==> src/rtl/alu_opfetch.sv <==
// Operand-fetch / write-back stage wrapped around an external combinational ALU.
// Holds the register file, registers ALU operands for one cycle, writes the
// result (or a LOADI immediate) back on the following edge, and forwards the
// in-flight result to a dependent instruction issuing on that same edge.
module alu_opfetch #(
  parameter int W    = 32,
  parameter int NREG = 8,
  parameter int AW   = 3
) (
  input  logic          clk,
  input  logic          rst_n,
  input  logic          in_valid,
  output logic          in_ready,
  input  logic          in_op,
  input  logic [2:0]    in_f,
  input  logic [AW-1:0] in_rd,
  input  logic [AW-1:0] in_rs,
  input  logic [AW-1:0] in_rt,
  input  logic [W-1:0]  in_imm,
  output logic [W-1:0]  alu_a,
  output logic [W-1:0]  alu_b,
  output logic [2:0]    alu_f,
  input  logic [W-1:0]  alu_r,
  output logic          wb_valid,
  output logic [AW-1:0] wb_rd,
  output logic [W-1:0]  wb_data,
  input  logic [AW-1:0] dbg_addr,
  output logic [W-1:0]  dbg_data
);

  typedef enum logic [0:0] {S_INIT, S_RUN} state_t;

  state_t          state;
  logic [AW-1:0]   clr_cnt;
  logic            e_valid;
  logic            e_op;
  logic [AW-1:0]   e_rd;
  logic [W-1:0]    e_imm;
  logic [W-1:0]    regfile [NREG];
  logic            accept;
  logic [W-1:0]    fwd_rs;
  logic [W-1:0]    fwd_rt;

  // Write-back view of the E stage and operand forwarding
  always_comb begin
    accept   = in_valid && in_ready;
    wb_valid = e_valid && (e_rd != '0);
    wb_rd    = e_rd;
    wb_data  = e_op ? e_imm : alu_r;

    if (in_rs == '0)
      fwd_rs = '0;
    else if (wb_valid && (wb_rd == in_rs))
      fwd_rs = wb_data;
    else
      fwd_rs = regfile[in_rs];

    if (in_rt == '0)
      fwd_rt = '0;
    else if (wb_valid && (wb_rd == in_rt))
      fwd_rt = wb_data;
    else
      fwd_rt = regfile[in_rt];
  end

  // Debug read port; R0 is hardwired to zero
  always_comb begin
    dbg_data = (dbg_addr == '0) ? '0 : regfile[dbg_addr];
  end

  // Control FSM, E stage and registered ALU operands
  always_ff @(posedge clk or negedge rst_n) begin
    if (!rst_n) begin
      state    <= S_INIT;
      clr_cnt  <= '0;
      in_ready <= 1'b0;
      e_valid  <= 1'b0;
      // E looks like a LOADI of zero after reset so wb_data reads 0
      // independent of what the external ALU does with zero operands.
      e_op     <= 1'b1;
      e_rd     <= '0;
      e_imm    <= '0;
      alu_a    <= '0;
      alu_b    <= '0;
      alu_f    <= '0;
    end else begin
      case (state)
        S_INIT: begin
          clr_cnt <= clr_cnt + 1'b1;
          if (clr_cnt == AW'(NREG - 1)) begin
            state    <= S_RUN;
            in_ready <= 1'b1;
          end
        end
        S_RUN: begin
          in_ready <= 1'b1;
        end
        default: begin
          state    <= S_INIT;
          clr_cnt  <= '0;
          in_ready <= 1'b0;
        end
      endcase

      e_valid <= accept;
      if (accept) begin
        e_op  <= in_op;
        e_rd  <= in_rd;
        e_imm <= in_imm;
        alu_a <= in_op ? in_imm : fwd_rs;
        alu_b <= in_op ? '0 : fwd_rt;
        alu_f <= in_f;
      end
    end
  end

  // Register array: cleared one entry per cycle in INIT, written back in RUN
  always_ff @(posedge clk) begin
    if (state == S_INIT)
      regfile[clr_cnt] <= '0;
    else if (wb_valid)
      regfile[wb_rd] <= wb_data;
  end

endmodule

==> config.mk <==
export PLATFORM = sky130hd
export DESIGN_NAME = alu_opfetch
export DESIGN_NICKNAME = d
export VERILOG_FILES = /design/src/rtl/alu_opfetch.sv
export SDC_FILE = /design/constraint.sdc
export NUM_CORES = 1
export LEC_CHECK = 0
export ABC_CLOCK_PERIOD_IN_PS = 5200
export BUFFER_PORTS_ARGS = -buffer_cell sky130_fd_sc_hd__buf_4
export CAP_MARGIN = 15
export CORE_MARGIN = 10
export CORE_UTILIZATION = 55
export CTS_BUF_LIST = sky130_fd_sc_hd__clkbuf_8
export CTS_CLUSTER_DIAMETER = 100
export DETAILED_ROUTE_END_ITERATION = 16
export MAX_ROUTING_LAYER = met4
export PLACE_DENSITY = 0.77
export SYNTH_ARGS = -nofsm -noshare
export SYNTH_HDL_FRONTEND = slang
export SYNTH_SLANG_ARGS = --single-unit
==> constraint.sdc <==
create_clock -name clk -period 5.2 [get_ports clk]
set_clock_uncertainty 0.2 [all_clocks]
set_input_delay 1.04 -clock clk [delete_from_list [all_inputs] [get_ports clk]]
set_output_delay 1.04 -clock clk [all_outputs]
set_load 0.05 [all_outputs]
## Yosys cells after proc, flatten, opt, wreduce, memory -nomap -nowiden

Memory sizes are Yosys's and may differ from the RTL's.
Index checks and enable logic that the tools add are counted.

| cells by class | value |
|---|---|
| add/sub/neg operators | 1 |
| multiply operators | 0 |
| divide/modulo/power cells | 0 |
| $lt $le $gt $ge | 0 |
| equality and inequality tests | 4 |
| shifts and indexed selects | 0 |
| multiplexer cells | 19 |
| bitwise operators | 1 |
| reduce and logical (&&, ||, !) cells | 9 |

Operators by type and width:

| cell | count |
|---|---|
| $mux W32 | 9 |
| $reduce_or A32 Y1 | 1 |
| $logic_not A3 Y1 | 3 |
| $mux W1 | 8 |
| $eq A3 B3 Y1 | 2 |
| $logic_and A1 B1 Y1 | 4 |
| $add A3 B1 Y3 const B | 1 |
| $eq A3 B3 Y1 const B | 1 |
| $mux W3 | 1 |
| $reduce_bool A3 Y1 | 1 |
| $ne A2 B2 Y1 const B | 1 |
| $pmux W1 S2 | 1 |
| $not A1 Y1 | 1 |

| storage, ports and cells | value |
|---|---|
| flip-flop bits (word level) | 109 |
| bits in latches | 0 |
| bits in writable memories | 256 |
| ROM bits | 0 |
| input port bits | 83 |
| output and inout bits | 136 |
| word-level logic and storage cells | 45 |
| memories kept | 1 |

Memories:

| memory | depth | bits a word | read ports | clocked after memory_dff | wr ports | RTL line | RTL |
|---|---|---|---|---|---|---|---|
| regfile | 8 | 32 | 3 | 0 | 1 | 39 | `logic [W-1:0] regfile [NREG];` |

## Longest topological paths before layout

Gate-level depths: netlist (run 1).

| depth | value |
|---|---|
| depth in word-level cells | 7 |
| mapped depth | 8 |
| depth with buffers taken out | 5 |

## Least setup slack after synthesis (run 1)

OpenSTA, ideal clock, no wires.

| timing path | value |
|---|---|
| path type | input -> output |
| start point | input dbg_addr[1] |
| end point | output dbg_data[31] |
| arrival | 3.105 ns |
| required time | 3.960 ns |
| path slack | 0.855 ns |
| stages on the path | 5 |
| path buffers | 2 |
| cell sequence | clkbuf_1 -> nor2b_1 -> clkbuf_1 -> a22oi_1 -> o21ai_0 |

| on the way | value |
|---|---|
| word-level cells in the longest chain between the ends | 2 |
| elaborated cells on any way between the ends | 3 |
| those cells by class | mux: 1; reduce/logical: 1; memory: 1 |

Ends and longest elaborated chain:

| item | RTL line | RTL |
|---|---|---|
| start, declared | 27 | `input logic [AW-1:0] dbg_addr,` |
| $mem_v2 Z8 W32 or $logic_not A3 Y1 (tied branches) | - |  |
| $mux W32 (*) | 68 | `dbg_data = (dbg_addr == '0) ? '0 : regfile[dbg_addr];` |
| end, declared | 28 | `output logic [W-1:0] dbg_data` |

Every way passes the cells marked *; elsewhere a longest branch is shown, timed or not.

## Final worst setup path (run 1)

| timing path | value |
|---|---|
| start point | input dbg_addr[0] |
| end point | output dbg_data[31] |

The elaborated chain is that of the path after synthesis.

==> results of run 1 <==
==> cells in the final DEF, fill, tap and decap left out, types with 33 or more instances in the layout <==
cell type and count:
buf_4 253, edfxtp_1 224, nand2_1 149, inv_1 119, dfrtp_1 108, mux2i_1 97, o22ai_1 96, nor2_1 66
a211oi_1 64, mux4_2 64, a21oi_1 63, clkbuf_8 62, mux2_2 35, a32o_1 33, or3_1 33
==> flip-flops by register name, indices dropped and copies added (netlist names) <==
register and count:
clr_cnt 3, e_op 1, e_valid 1, e_imm 32, alu_a 32, in_ready 1
regfile 224, alu_f 3, state 1, wb_rd 3, alu_b 32
==> cell families (layout without fill, tap and decap cells) <==
group	Yosys count	in the layout	share of synthesized area, %
AO/OA/AOI/OAI	361	361	15.1
flip-flops	333	333	55.0
AND/OR/NAND/NOR	301	301	7.71
buffers and inverters	231	453	5.45
multiplexers	196	196	16.3
XOR/XNOR	7	7	0.356
adder cells (fa/ha/maj)	2	2	0.145
==> critical path, delay by kind of cell <==
family | cells | cell delay [ns]
buf+inv | 3 | 0.87
simple gates | 1 | 0.61
compound gates | 2 | 0.43
==> layout make-up <==
type / count / share of cell area, %
sequential: 333 / 46.8
multi-input combinational: 867 / 34.1
inverter: 98 / 1.82
clock inverter: 38 / 1.05
clock buffer: 62 / 4.22
tap: 396 / 2.45
timing repair buffer: 255 / 9.55
==> final timing paths <==
path	cells past startpoint	endpoint	slack, ns
min	1	alu_f[0]	0.21
max reg2reg	6	regfile[6][19]	1.46
min in group clk	2	e_imm[28]	0.27
max	6	dbg_data[31]	0.98
max in group asynchronous	2	e_imm[1]	3.59
min reg2reg	2	e_imm[28]	0.27
==> routing by layer <==
layer,vias up,share of wire [%]
met5,-,0
met4,0,2.9
met3,147,14
met2,1015,44
met1,6769,39
li1,5884,-
==> report_power, final <==
part | switching [µW] | total, µW | internal, µW
clock network | 1060 | 2240 | 1190
registers | 87.4 | 3070 | 2980
logic | 986 | 1430 | 445
total | 2130 | 6740 | 4610
==> stage by stage <==
stage | hold slack (ns) | total power (µW) | instances | area, µm²
floorplan | 0.245 | 4030 | 1431 | 17200
global placement | 0.256 | 4510 | 1949 | 19100
detailed placement | 0.263 | 4540 | 1949 | 19100
CTS | 0.218 | 6750 | 2049 | 20200
global route | 0.247 | 6990 | 2049 | 20200
finish | 0.212 | 6740 | 2049 | 20200
==> summary.md, run 1 <==
| Metric | Value |
|---|---|
| Outcome | complete, no violations |
| Sequential-to-total area share from yosys stat | between 50 and 60% |
| PortBufs | 218 |
| RSZ-0062 raised after global routing | no |
| Post-CTS Hold Buffers | 0 |
| P_leak | 0.00838 µW |
| Ys flop type | edfxtp_1 |
| Area share of the largest cell type after synthesis | 39.1% |
| Root Driver | clkbuf_8 |
| Commonest cells in the netlist | edfxtp_1, nand2_1, dfrtp_1 |
| Slew at the pin closest to its max-slew limit | 1.06 ns |
| Die footprint | 0.0388 mm² |
| Critical path class | input port to primary output |
| Post-CTS setup buffers | 0 |
| First-pass GRT wire length | 83300 µm |
| Worst-skew pair later-pin latency | 0.59 ns |
| Global Route met1 Usage | 38.4% |
| Final hold vios | 0 |
| Via count | 13800 |
| Multi-input logic area | 0.00690 mm² |
| Yosys cell types | 37 |
| Post-cts sizing count | 0 |
| DRT iter0 DRCs | 1655 |
| H-Tree Depth | 2 |
| CP Launch Point | dbg_addr[0] |
| DR DRC count | 0 |
| CTS buffer count | 54 |
| CTS tree | yes |
| # clock sinks | ~330 |
| CP max FO | 40 |
| CP peak stage delay | 0.61 ns |
| # rows | 64 |
| M2 GR Usage | 41.0% |
| Diode count | 0 |
| Routing usage on met3 | between 7 and 8% |
| Critical path data required time | 3.96 ns |
| # nets final | 1694 |
| Sequential Area | 0.00946 mm² |
| GRT overflow | 0 |
| Vias in the first global route | 13900 |
| Top-count cell post-synth | edfxtp_1 |
| Period utilisation layout | 81.1% |
| GR peak layer | met2 |
| Yosys warnings | 0 |
| Average vias per placed instance | 6.74 |
| Synth async-reset ratio | between 30 and 40% |
| Slew margin rel. | 29.2% |
| Synth Area per Inst | roughly 12 µm² |
| Clk slew on worst S/H paths | 0.06 ns |
| Core ar. | 0.0307 mm² |
| Area grow syn2layout | 17.5% |
| Final GP Congestion | 0.883 |
| RR Startpoint | wb_rd[2] |
| PD cells | 334 mW/mm² |
| Syn_nets | approximately 1500 |
| Startpoint types | input port |
| Tot GR Track Use | 28.5% |
| Synth area leaders | edfxtp_1, dfrtp_1, mux4_2, mux2i_1, o22ai_1 |
| I/O pins | roughly 220 |
| Routed WL | 54700 µm |
| Crit-path cells | buf_4 > nor2b_4 > buf_12 > a22oi_1 > o21ai_0 > buf_4 |
| Die H | 197 µm |
| VDD IR-drop max | between 0.2 and 0.25 mV |
| Post-Syn Area | around 0.017 mm² |
| Fin util | 65.7% |
| Final setup viols | 0 |
| Dpl hpwl | between 30000 and 40000 µm |
| Clock Path Buffers | 3 |
| Drt first pass iters | 6 |
| Die X | 197 µm |
| Worst hold path class | input port to async pin |
| Fmax | approximately 0.24 GHz |
| Slowest-stage cell, CP | nor2b_4 |
| Post-DRT Antenna Nets | 0 |
| Post-synth EDFFs | about 220 |
| Layout cells sized above 1 | between 20% and 30% |
| Most frequent CP cell | buf_4 |
| Top cell type by total area after synthesis | edfxtp_1 |
| Largest net degree at the start of global routing | 84 |
| Final setup TNS | 0 ns |
| Initial core utilization | ~56% |
| Post-Syn Instances | 1431 |
| Avg WL per Cell | 26.7 µm |
| Dpl ws | just under 1 ns |
| Crit path capture type | primary output |
| Worst setup margin | 0.984 ns |
| Fillers | 2362 |
| Max-slew violations | 0 |
| Tmin final | 4.22 ns |
| Number of max-cap violations | 0 |
| Worst EP arrival | 2.98 ns |
| Initial antenna violation count | 0 |
| Post-synthesis register bit count | around 330 |
Note: power is estimated with default switching activity, not from simulation.
==> run 2: changes to the inputs <==
--- a/config.mk
+++ b/config.mk
@@ -5,7 +5,7 @@
 export SDC_FILE = /design/constraint.sdc
 export NUM_CORES = 1
 export LEC_CHECK = 0
-export ABC_CLOCK_PERIOD_IN_PS = 5200
+export ABC_CLOCK_PERIOD_IN_PS = 4100
 export BUFFER_PORTS_ARGS = -buffer_cell sky130_fd_sc_hd__buf_4
 export CAP_MARGIN = 15
 export CORE_MARGIN = 10
==> constraint.sdc (replaced) <==
create_clock -name clk -period 4.1 [get_ports clk]
set_clock_uncertainty 0.2 [all_clocks]
set_input_delay 0.82 -clock clk [delete_from_list [all_inputs] [get_ports clk]]
set_output_delay 0.82 -clock clk [all_outputs]
set_load 0.05 [all_outputs]
==> run 2 against run 1 <==
Sequential share of layout area down 0.33 points. Via count is 1.4% higher. Sequential power increased by 27%. Sequential cell count unchanged. Final cell count is 0.49% higher. Non-clock buffer count grew 2. Core utilization grew 0.46 points. Global-route usage increased by 0.14 points. Die area unchanged.
==> summary.md, run 2 (same netlist as run 1, synthesis figures left out) <==
| Metric | Value |
|---|---|
| Max-slew violations | 0 |
| Worst EP arrival | 2.81 ns |
| Most common cell after layout, fill and taps aside | buf_4 |
| Die footprint | 0.0388 mm² |
| Average vias per placed instance | 6.80 |
| Worst hold path class | input port to async pin |
| Critical path class | register to primary output |
| # nets final | 1699 |
| Vias in the first global route | ~14000 |
| Die X | 197 µm |
| P_int | slightly below 6000 µW |
| First-pass GRT wire length | 83800 µm |
| Period utilisation layout | 93.3% |
| GRT overflow | 0 |
| Final setup TNS | 0 ns |
| Fmax | 0.261 GHz |
| PortBufs | 218 |
| Largest register by flop count | regfile |
| CTS buffer count | 57 |
| Slew margin rel. | 32.8% |
| Worst-skew pair later-pin latency | 0.62 ns |
| Sequential Area | 0.00946 mm² |
| DRT iter0 DRCs | ~1900 |
| Startpoint types | register |
| Final setup viols | 0 |
| Post-cts sizing count | 0 |
| Initial core utilization | 55.9% |
| Via count | 14000 |
| Clock Path Buffers | 3 |
| Root Driver | clkbuf_8 |
| Final hold slack | 0.0410 ns |
| Critical path data required time | 3.08 ns |
| CP max FO | 18 |
| Layout cells sized above 1 | 26.9% |
| Number of max-cap violations | 0 |
| I/O pins | 219 |
| Die H | 197 µm |
| Area grow syn2layout | 18.3% |
| P_sw | 2770 µW |
| Tot GR Track Use | about 29% |
| RSZ-0062 raised after global routing | no |
| H-Tree Depth | 2 |
| Avg WL per Cell | 27.2 µm |
| Seq pwr share | 45.3% |
| Tmin final | about 3.8 ns |
| Switching Share | 32.2% |
| Fillers | about 2300 |
| Most frequent cells in the layout | buf_4, edfxtp_1, nand2_1 |
| # clock sinks | 333 |
| Initial antenna violation count | 0 |
| Post-CTS Hold Buffers | 0 |
| Outcome | complete, no violations |
| Combinational share of power | between 20% and 30% |
| Clk slew on worst S/H paths | 0.06 ns |
| DR DRC count | 0 |
| PD cells | 422 mW/mm² |
| Clk pwr share | 33.2% |
| Slew at the pin closest to its max-slew limit | 1.01 ns |
| CTS tree | yes |
| VDD IR-drop max | 0.317 mV |
| Final hold vios | 0 |
| Post-CTS setup buffers | 0 |
| Dpl hpwl | 34400 µm |
| Multi-input logic area | between 0.006 and 0.007 mm² |
| Largest register FFs | 224 |
| Crit path capture type | primary output |
| Routed WL | 56000 µm |
| Post-DRT Antenna Nets | 0 |
| P_leak | ~0.0084 µW |
| # rows | 64 |
| Largest net degree at the start of global routing | 79 |
| Drt first pass iters | 5 |
| Final GP Congestion | 0.859 |
| Diode count | 0 |
| Core ar. | slightly above 0.03 mm² |
[run 2: changes by cell type in the layout (fill, tap and decap cells not counted)]
| cell | change |
|---|---|
| clkinvlp_4 | -1 |
| buf_4 | -7 |
| inv_8 | +3 |
| inv_1 | -2 |
| buf_12 | +9 |
| bufinv_16 | -1 |
| clkinv_1 | +15 |
| clkinv_2 | -6 |
[run 2: area by class of cell]
class / count / share of cell area (%)
clock buffer: 62 / 4.19
clock inverter: 46 / 1.12
inverter: 98 / 1.81
multi-input combinational: 867 / 33.9
sequential: 333 / 46.4
tap: 396 / 2.43
timing repair buffer: 257 / 10.1
[run 2: critical path, cell delays in order (launching register included)]
cell	delay, ns
dfstp_2	0.96
buf_4	0.29
mux2i_1	0.57
inv_1	0.15
buf_4	0.23
[run 2: through the flow]
stage               area (µm²)  std cells  power (µW)  util [%]  worst slack [ns]
floorplan                17200       1431        5110         -             0.195
global placement         19300       1951        5740      62.7             0.577
detailed placement       19300       1951        5780      62.7             0.540
CTS                      20400       2059        8600      66.2             0.242
global route             20400       2059        8860      66.2             0.235
finish                   20400       2059        8590      66.2             0.273
[run 2: worst paths after layout]
path	start	to	slack (ns)	cells after the start
max	e_op	wb_data[10]	0.27	4
min	rst_n	e_imm[25]	0.04	1
max reg2reg	wb_rd[2]	regfile[2][28]	0.95	6
min reg2reg	e_imm[11]	e_imm[11]	0.27	2
max in group asynchronous	rst_n	alu_b[11]	2.82	2
min in group clk	in_imm[4]	e_imm[4]	0.20	3
[run 2: power by group through the flow]
stage,registers (µW),logic (µW),clock network (µW)
after floorplan,4190,915,0
after global placement,3940,1800,0
after detailed placement,3950,1830,0
after CTS,3890,1830,2880
after global routing,3910,1930,3020
final,3890,1840,2850
[run 2: layer usage]
layer / vias up / global-route usage, % / part of all wire, %
met3: 156 / 6.76 / 13
met2: 1051 / 42.3 / 45
li1: 5892 / - / -
met4: 0 / 9.83 / 2.9
met5: - / - / 0
met1: 6910 / 38.2 / 40
